<file path="config.mk">
export PLATFORM = sky130hd
export DESIGN_NAME = pattern_detect
export DESIGN_NICKNAME = d
export VERILOG_FILES = /design/src/rtl/pattern_detect_pkg.sv /design/src/rtl/pattern_window.sv /design/src/rtl/pattern_detect.sv
export SDC_FILE = /design/constraint.sdc
export NUM_CORES = 1
export LEC_CHECK = 0
export ABC_AREA = 1
export CORE_MARGIN = 2
export CORE_UTILIZATION = 34
export CTS_CLUSTER_SIZE = 30
export DETAILED_ROUTE_END_ITERATION = 8
export GPL_TIMING_DRIVEN = 0
export PLACE_DENSITY = 0.56
export SLEW_MARGIN = 0
export SYNTH_ARGS = -nofsm -noshare
export SYNTH_HDL_FRONTEND = slang
export SYNTH_HIERARCHICAL = 1
export SYNTH_SLANG_ARGS = --single-unit
</file>
<file path="constraint.sdc">
create_clock -name clk_50mhz -period 2.3 [get_ports clk_50mhz]
set_input_delay 0.23 -clock clk_50mhz [delete_from_list [all_inputs] [get_ports clk_50mhz]]
set_output_delay 0.23 -clock clk_50mhz [all_outputs]
set_load 0.005 [all_outputs]
</file>
<file path="src/rtl/pattern_detect_pkg.sv">
// pattern_detect_pkg: shared ASCII constants, case folding helper and default pattern
package pattern_detect_pkg;
  localparam logic [7:0] ASCII_LOWER_A = 8'h61;
  localparam logic [7:0] ASCII_LOWER_Z = 8'h7a;
  localparam logic [7:0] ASCII_CASE_OFFSET = 8'h20;
  localparam logic [39:0] PAT_HELLO = "HELLO";
  function automatic logic [7:0] fold_case(input logic [7:0] c);
    return (c >= ASCII_LOWER_A && c <= ASCII_LOWER_Z) ? c - ASCII_CASE_OFFSET : c;
  endfunction
endpackage

</file>
<file path="src/rtl/pattern_window.sv">
// pattern_window: sliding symbol window with fill counter and full-window compare
module pattern_window #(
  parameter int DATA_W = 8,
  parameter int PAT_LEN = 5
) (
  input  logic                      clk,
  input  logic                      rst,
  input  logic [DATA_W-1:0]         din,
  input  logic                      valid,
  input  logic                      restart,
  input  logic [PAT_LEN*DATA_W-1:0] pat,
  output logic                      hit
);
  localparam int FW = $clog2(PAT_LEN + 1);
  logic [PAT_LEN*DATA_W-1:0] win, nxt;
  logic [FW-1:0] fill;
  // oldest symbol drifts toward the MSBs, matching the pattern layout
  assign nxt = {win[(PAT_LEN-1)*DATA_W-1:0], din};
  assign hit = valid && fill >= FW'(PAT_LEN - 1) && nxt == pat;
  always_ff @(posedge clk) begin
    if (rst) begin
      win <= '0;
      fill <= '0;
    end else if (valid) begin
      win <= nxt;
      fill <= restart ? '0 : (fill == FW'(PAT_LEN)) ? fill : fill + 1'b1;
    end
  end
endmodule

</file>
<file path="src/rtl/pattern_detect.sv">
// pattern_detect: streaming pattern detector with match pulse, toggling led and saturating count
// optional PATTERN_DETECT_CASE_FOLD_EN folds lowercase ASCII before shift and compare
module pattern_detect
  import pattern_detect_pkg::*;
#(
  parameter int DATA_W = 8,
  parameter int PAT_LEN = 5,
  parameter logic [PAT_LEN*DATA_W-1:0] PATTERN = PAT_HELLO,
  parameter int OVERLAP = 1,
  parameter int CNT_W = 16
) (
  input  logic              clk_50mhz,
  input  logic              rst,
  input  logic [DATA_W-1:0] data,
  input  logic              data_valid,
  input  logic              clr_cnt,
  output logic              match,
  output logic              led,
  output logic [CNT_W-1:0]  match_cnt
);
  logic [DATA_W-1:0] sym;
  logic [PAT_LEN*DATA_W-1:0] pat;
  logic hit, restart;
`ifdef PATTERN_DETECT_CASE_FOLD_EN
  if (DATA_W == 8) begin : g_fold
    assign sym = fold_case(data);
    for (genvar i = 0; i < PAT_LEN; i++) begin : g_p
      assign pat[i*8 +: 8] = fold_case(PATTERN[i*8 +: 8]);
    end
  end else begin : g_nofold
    assign sym = data;
    assign pat = PATTERN;
  end
`else
  assign sym = data;
  assign pat = PATTERN;
`endif
  assign restart = (OVERLAP == 0) && hit;
  pattern_window #(.DATA_W(DATA_W), .PAT_LEN(PAT_LEN)) u_win (
    .clk(clk_50mhz),
    .rst(rst),
    .din(sym),
    .valid(data_valid),
    .restart(restart),
    .pat(pat),
    .hit(hit)
  );
  always_ff @(posedge clk_50mhz) begin
    if (rst) begin
      match <= 1'b0;
      led <= 1'b0;
      match_cnt <= '0;
    end else begin
      match <= hit;
      led <= led ^ hit;
      match_cnt <= clr_cnt ? '0 : (hit && !(&match_cnt)) ? match_cnt + 1'b1 : match_cnt;
    end
  end
endmodule
</file>
After elaboration in Yosys (flattened, before gate mapping)
Index checks and enable logic that the tools add are counted.

Flip-flop bits (word level): 53. Bits of input ports: 12. Word-level logic and storage cells: 19.

Reduce and logical (&&, ||, !) cells: 7. Add/subtract/negate cells: 2. Magnitude comparators: 1. Equal/unequal tests: 2. Bitwise gates (word level): 2.

Operator list (number): 40-bit by 39-bit equality test with 1-bit output, second input constant (1); 16-bit by 1-bit adder with 16-bit output, second input constant (1); 16-bit AND reduction (1); 3-bit by 1-bit adder with 3-bit output, second input constant (1); 3-bit equality test, second input constant (1); 3-bit greater-or-equal comparator, second input constant (1); 1-bit logical AND (3); 2-bit AND reduction (1); 2-bit OR reduction (1); 1-bit zero test (1); 1-bit NOT (1); 1-bit XOR (1).

Depth between registers and ports, before layout
Depth after elaboration: 4. Gate-level depth with buffers: 18. Depth with buffers taken out: 17.

Modules after synthesis
Netlist, hierarchy kept.

By module, submodules not included: pattern_window (cells an instance 327, area each 2052.0 µm², seq. area each 700.7 µm², instances 1); pattern_detect (cells an instance 164, area each 1007.2 µm², seq. area each 360.3 µm², instances 1).

Worst setup path after synthesis
Ideal clock, no wire load.

Kind: flip-flop to flip-flop. From: reg u_win.win[14]. To: reg match_cnt[9]. Data required time: 2.185 ns. Arrival time: 1.666 ns. Setup slack: 0.519 ns. Cell stages (with the launch flop): 19. Clock period less this slack: 1.781 ns. Setup time: 0.115 ns. Cells stage by stage: dfxtp_1 > inv_2 > nand2_1 > nand2_1 > inv_1 > nand2_1 > nor2_1 > nand2_1 > nor2_1 > nand2_1 > nor2_2 > buf_2 > inv_1 > nor2_1 > nand2_1 > nor2_1 > nand3_1 > nand2_1 > nor2_1.

Longest elaborated chain between the ends: 3.

RTL lines: from (decl) (line pattern_window.sv:15) `logic [PAT_LEN*DATA_W-1:0] win, nxt;`; from (signal assigned) (line pattern_window.sv:25) `win <= nxt;`; 40-bit by 39-bit equality test with 1-bit output (line pattern_window.sv:19) `assign hit = valid && fill >= FW'(PAT_LEN - 1) && nxt == pat;`; 1-bit logical AND (line pattern_window.sv:19); named net hit (line pattern_detect.sv:23) `logic hit, restart;`; 1-bit logical AND (line pattern_detect.sv:56) `match_cnt <= clr_cnt ? '0 : (hit && !(&match_cnt)) ? match_cnt + 1'b1 : match_cnt;`; to (signal assigned) (line pattern_detect.sv:56); to (decl) (line pattern_detect.sv:19) `output logic [CNT_W-1:0] match_cnt`.

The timed path passes the listed nets, and every way through them passes these cells. A chain may end at the register's enable or synchronous reset.

Final worst setup path
From: reg u_win.win[14]. To: reg match_cnt[10].

Same word-level chain as after synthesis.

==> impl_metrics.csv <==
group,metric,value,unit
outcome,status,"completed",
yosys,syn-cell-area,3060,um2
timing,min_period_over_period,0.907,
worst_hold_path,worst_hold_path_type,"primary input to register",
worst_setup_path,slowest_delay,0.41,ns
drt,antenna_left,0,
drt,vias,2999,
floorplanning,die_area,9770,um2
layout,final_cell_mix,"136 x nand2_1, 82 x nor2_1, 79 x inv_1, 69 x conb_1, 52 x dfxtp_1",
power,p_total,0.00184,W
worst_setup_path,arrival,2.30,ns
drt,drt-total-wl,7680,um
clocking,path_clk_slew,0.10,ns
clocking,cts-root-buf,"clkbuf_8",
worst_setup_path,path_cells,"inv_2 -> nand2_1 -> nand2_1 -> inv_1 -> nand2_1 -> nor2_2 -> nand2_1 -> nor2_1 -> nand2_1 -> nor2_2 -> buf_6 -> clkinvlp_4 -> nor2_4 -> nand2_1 -> nor2_1 -> nand3_1 -> nand2_1 -> nor2_1",
drt,drt_iter0_drc,88,
worst_setup_path,cp_slowest_cell,"dfxtp_1",
place,portBuffers,28,
yosys,synth_cells,491,
layout,ff_latch_area,1060,um2
yosys,synth_warnings,6,
timing,report.final.slew_viol_count,0,
power,powerDensity,474,nW/um2
yosys,synth_cell_types,29,
worst_setup_path,critPathLaunchType,"register",
layout,design_area,3880,um2
clocking,htreeDepth,2,
layout,fillerInstances,948,
timing,final-setup-viol-count,0,
layout,layout_commonest_cell,"nand2_1",
layout,drive_above_1_share,0.0739,
clocking,cts_buffers,5,
timing,finalHoldViolations,0,
power,p_leak,1.78,nW
yosys,synth-seq-cells,53,
floorplanning,ioPinCount,30,
floorplanning,start_util,0.351,
drt,first_pass_iters,4,
timing,finalClockSkew,0.00981,ns
worst_hold_path,hold_depth,4,
drt,drc,0,
worst_setup_path,critPathKind,"register to register",
yosys,syn_area_per_cell,6.23,um2
clocking,cts.sinks,53,
layout,antenna_cells,0,
drt,viasPerCell,4.27,
timing,grt_setup_unrepaired,"yes",
floorplanning,die_h,98.9,um
global_route,antenna_found_initial,0,
worst_setup_path,end_kind,"register",
global_route,grt-ovfl-total,0,
clocking,clockBufferDepth,2,
global_route,grt_max_degree,16,
worst_setup_path,r2r_cells,18,
clocking,worstSkewPairLatency,0.31,ns
place,place_area,3730,um2
global_route,grt_pass1_vias,2736,
layout,multi_input_area,1870,um2
floorplanning,rows,34,
place,place_worst_setup_slack,-0.290,ns
place,hpwl,5850,um
timing,relSlewSlack,0.601,
power,ir_drop,0.000249,V
floorplanning,coreArea,8720,um2
layout,layout.nets,609,
worst_setup_path,required,2.51,ns
timing,fin_crit,2.09,ns
drt,avgRoutedWirePerCell,10.9,um
run,max_cap_violations,0,
timing,finalWorstSetupSlack,0.215,ns
timing,holdWs,0.310,ns
yosys,seq_area_frac_synth,0.347,
timing,max_slew.worst_pin.slew,0.598,ns
timing,fmax,480,MHz
place,globalplace.congestion,0.830,
global_route,grt_pass1_wl,13100,um
layout,area_delta_synth_final,27.0,%
global_route,grtUsageTotal,0.166,
worst_setup_path,cp_max_fo,9,
floorplanning,die-width,98.9,um
worst_setup_path,crit_top_cell,"nand2_1",
clocking,cts_tree,"yes",
path summary, 6_finish.rpt:
kind	start	endpoint	slack [ns]
worst max register to register	u_win/win[14]$_SDFFE_PP0P_	match_cnt[10]$_SDFFE_PP0P_	0.21
worst min register to register	u_win/win[5]$_SDFFE_PP0P_	u_win/win[13]$_SDFFE_PP0P_	0.49
worst min-delay path	data_valid	u_win/win[3]$_SDFFE_PP0P_	0.31
worst max-delay path	u_win/win[14]$_SDFFE_PP0P_	match_cnt[10]$_SDFFE_PP0P_	0.21
critical path, delay by kind of cell (launching register included):
kind / cells / cell delay (ns)
flip-flops: 1 / 0.41
buffers and inverters: 4 / 0.44
AND/OR/NAND/NOR: 14 / 1.14
cell usage after synthesis:
cell      instances  area share
a211oi_1         29       0.071
a21oi_1          16       0.026
and2_1            2      0.0041
and3_1            1      0.0020
buf_2             5      0.0082
buf_4             2      0.0049
buf_6             3       0.011
clkbuf_1          4      0.0049
conb_1            2      0.0025
dfxtp_1          53        0.35
ha_1              3       0.012
inv_1            80       0.098
inv_2             8      0.0098
nand2_1         137        0.17
nand2_2           2      0.0041
nand3_1          17       0.028
nand3b_1          1      0.0025
nand4_1           9       0.018
nor2_1           88        0.11
nor2_2            2      0.0041
nor3_1            5      0.0082
nor3_2            2      0.0065
nor4_1            1      0.0020
o211ai_2          1      0.0041
o21ai_0           5      0.0082
o21bai_1          1      0.0025
or2_0             1      0.0020
xnor2_1           5       0.014
xor2_1            6       0.017
per-layer routing:
layer | wire length (um) | global-route usage
met5 | 0 | 0
met4 | 72 | 0.0464
met3 | 291 | 0.0277
met2 | 3450 | 0.271
met1 | 3870 | 0.226
sequential cells by signal, summed over array words and instances (netlist names):
signal and cells:
led 1, match 1, match_cnt 16, u_win/fill 3, u_win/win 32
per-stage QoR:
| stage | setup TNS [ns] | utilization | std cells |
|---|---|---|---|
| 2_1_floorplan | 0 | - | 558 |
| 3_3_place_gp | -1.55 | 0.427 | 694 |
| 3_5_place_dp | -1.91 | 0.427 | 694 |
| 4_1_cts | 0 | 0.439 | 702 |
| 5_1_grt | -0.0142 | 0.445 | 703 |
| 6_report | 0 | 0.445 | 703 |
timing repair:
item,4_1_cts,5_1_grt
hold buffers,0,0
hold endpoints to repair,0,0
gates resized for setup,0,16
setup endpoints to repair,0,7
buffers inserted,0,1
power breakdown:
group	internal (W)	switching, W
logic	0.000102	0.000158
registers	0.000954	0.0000296
clock network	0.000273	0.000322
total	0.00133	0.000509
kinds of logic (layout without fill, tap and decap cells):
logic type                 after synthesis  after routing  share of synthesized area
xor gates and xnor gates                11             11                     0.0315
adders and majority gates                3              3                     0.0123
and+or+nand+nor                        268            268                      0.358
other                                    2             69                    0.00245
DFF                                     53             53                      0.347
AOI/OAI and AO/OA                       52             52                      0.112
buffers and inverters                  102            139                      0.137
layout make-up:
class | instances | area share
Inverter | 88 | 0.0860
Sequential cell | 53 | 0.274
Clock inverter | 1 | 0.00129
Timing Repair Buffer | 29 | 0.0741
Clock buffer | 7 | 0.0248
Tap cell | 108 | 0.0348
Buffer | 14 | 0.0245
Multi-Input combinational cell | 403 | 0.481
Power figures use the tool's default switching activity.
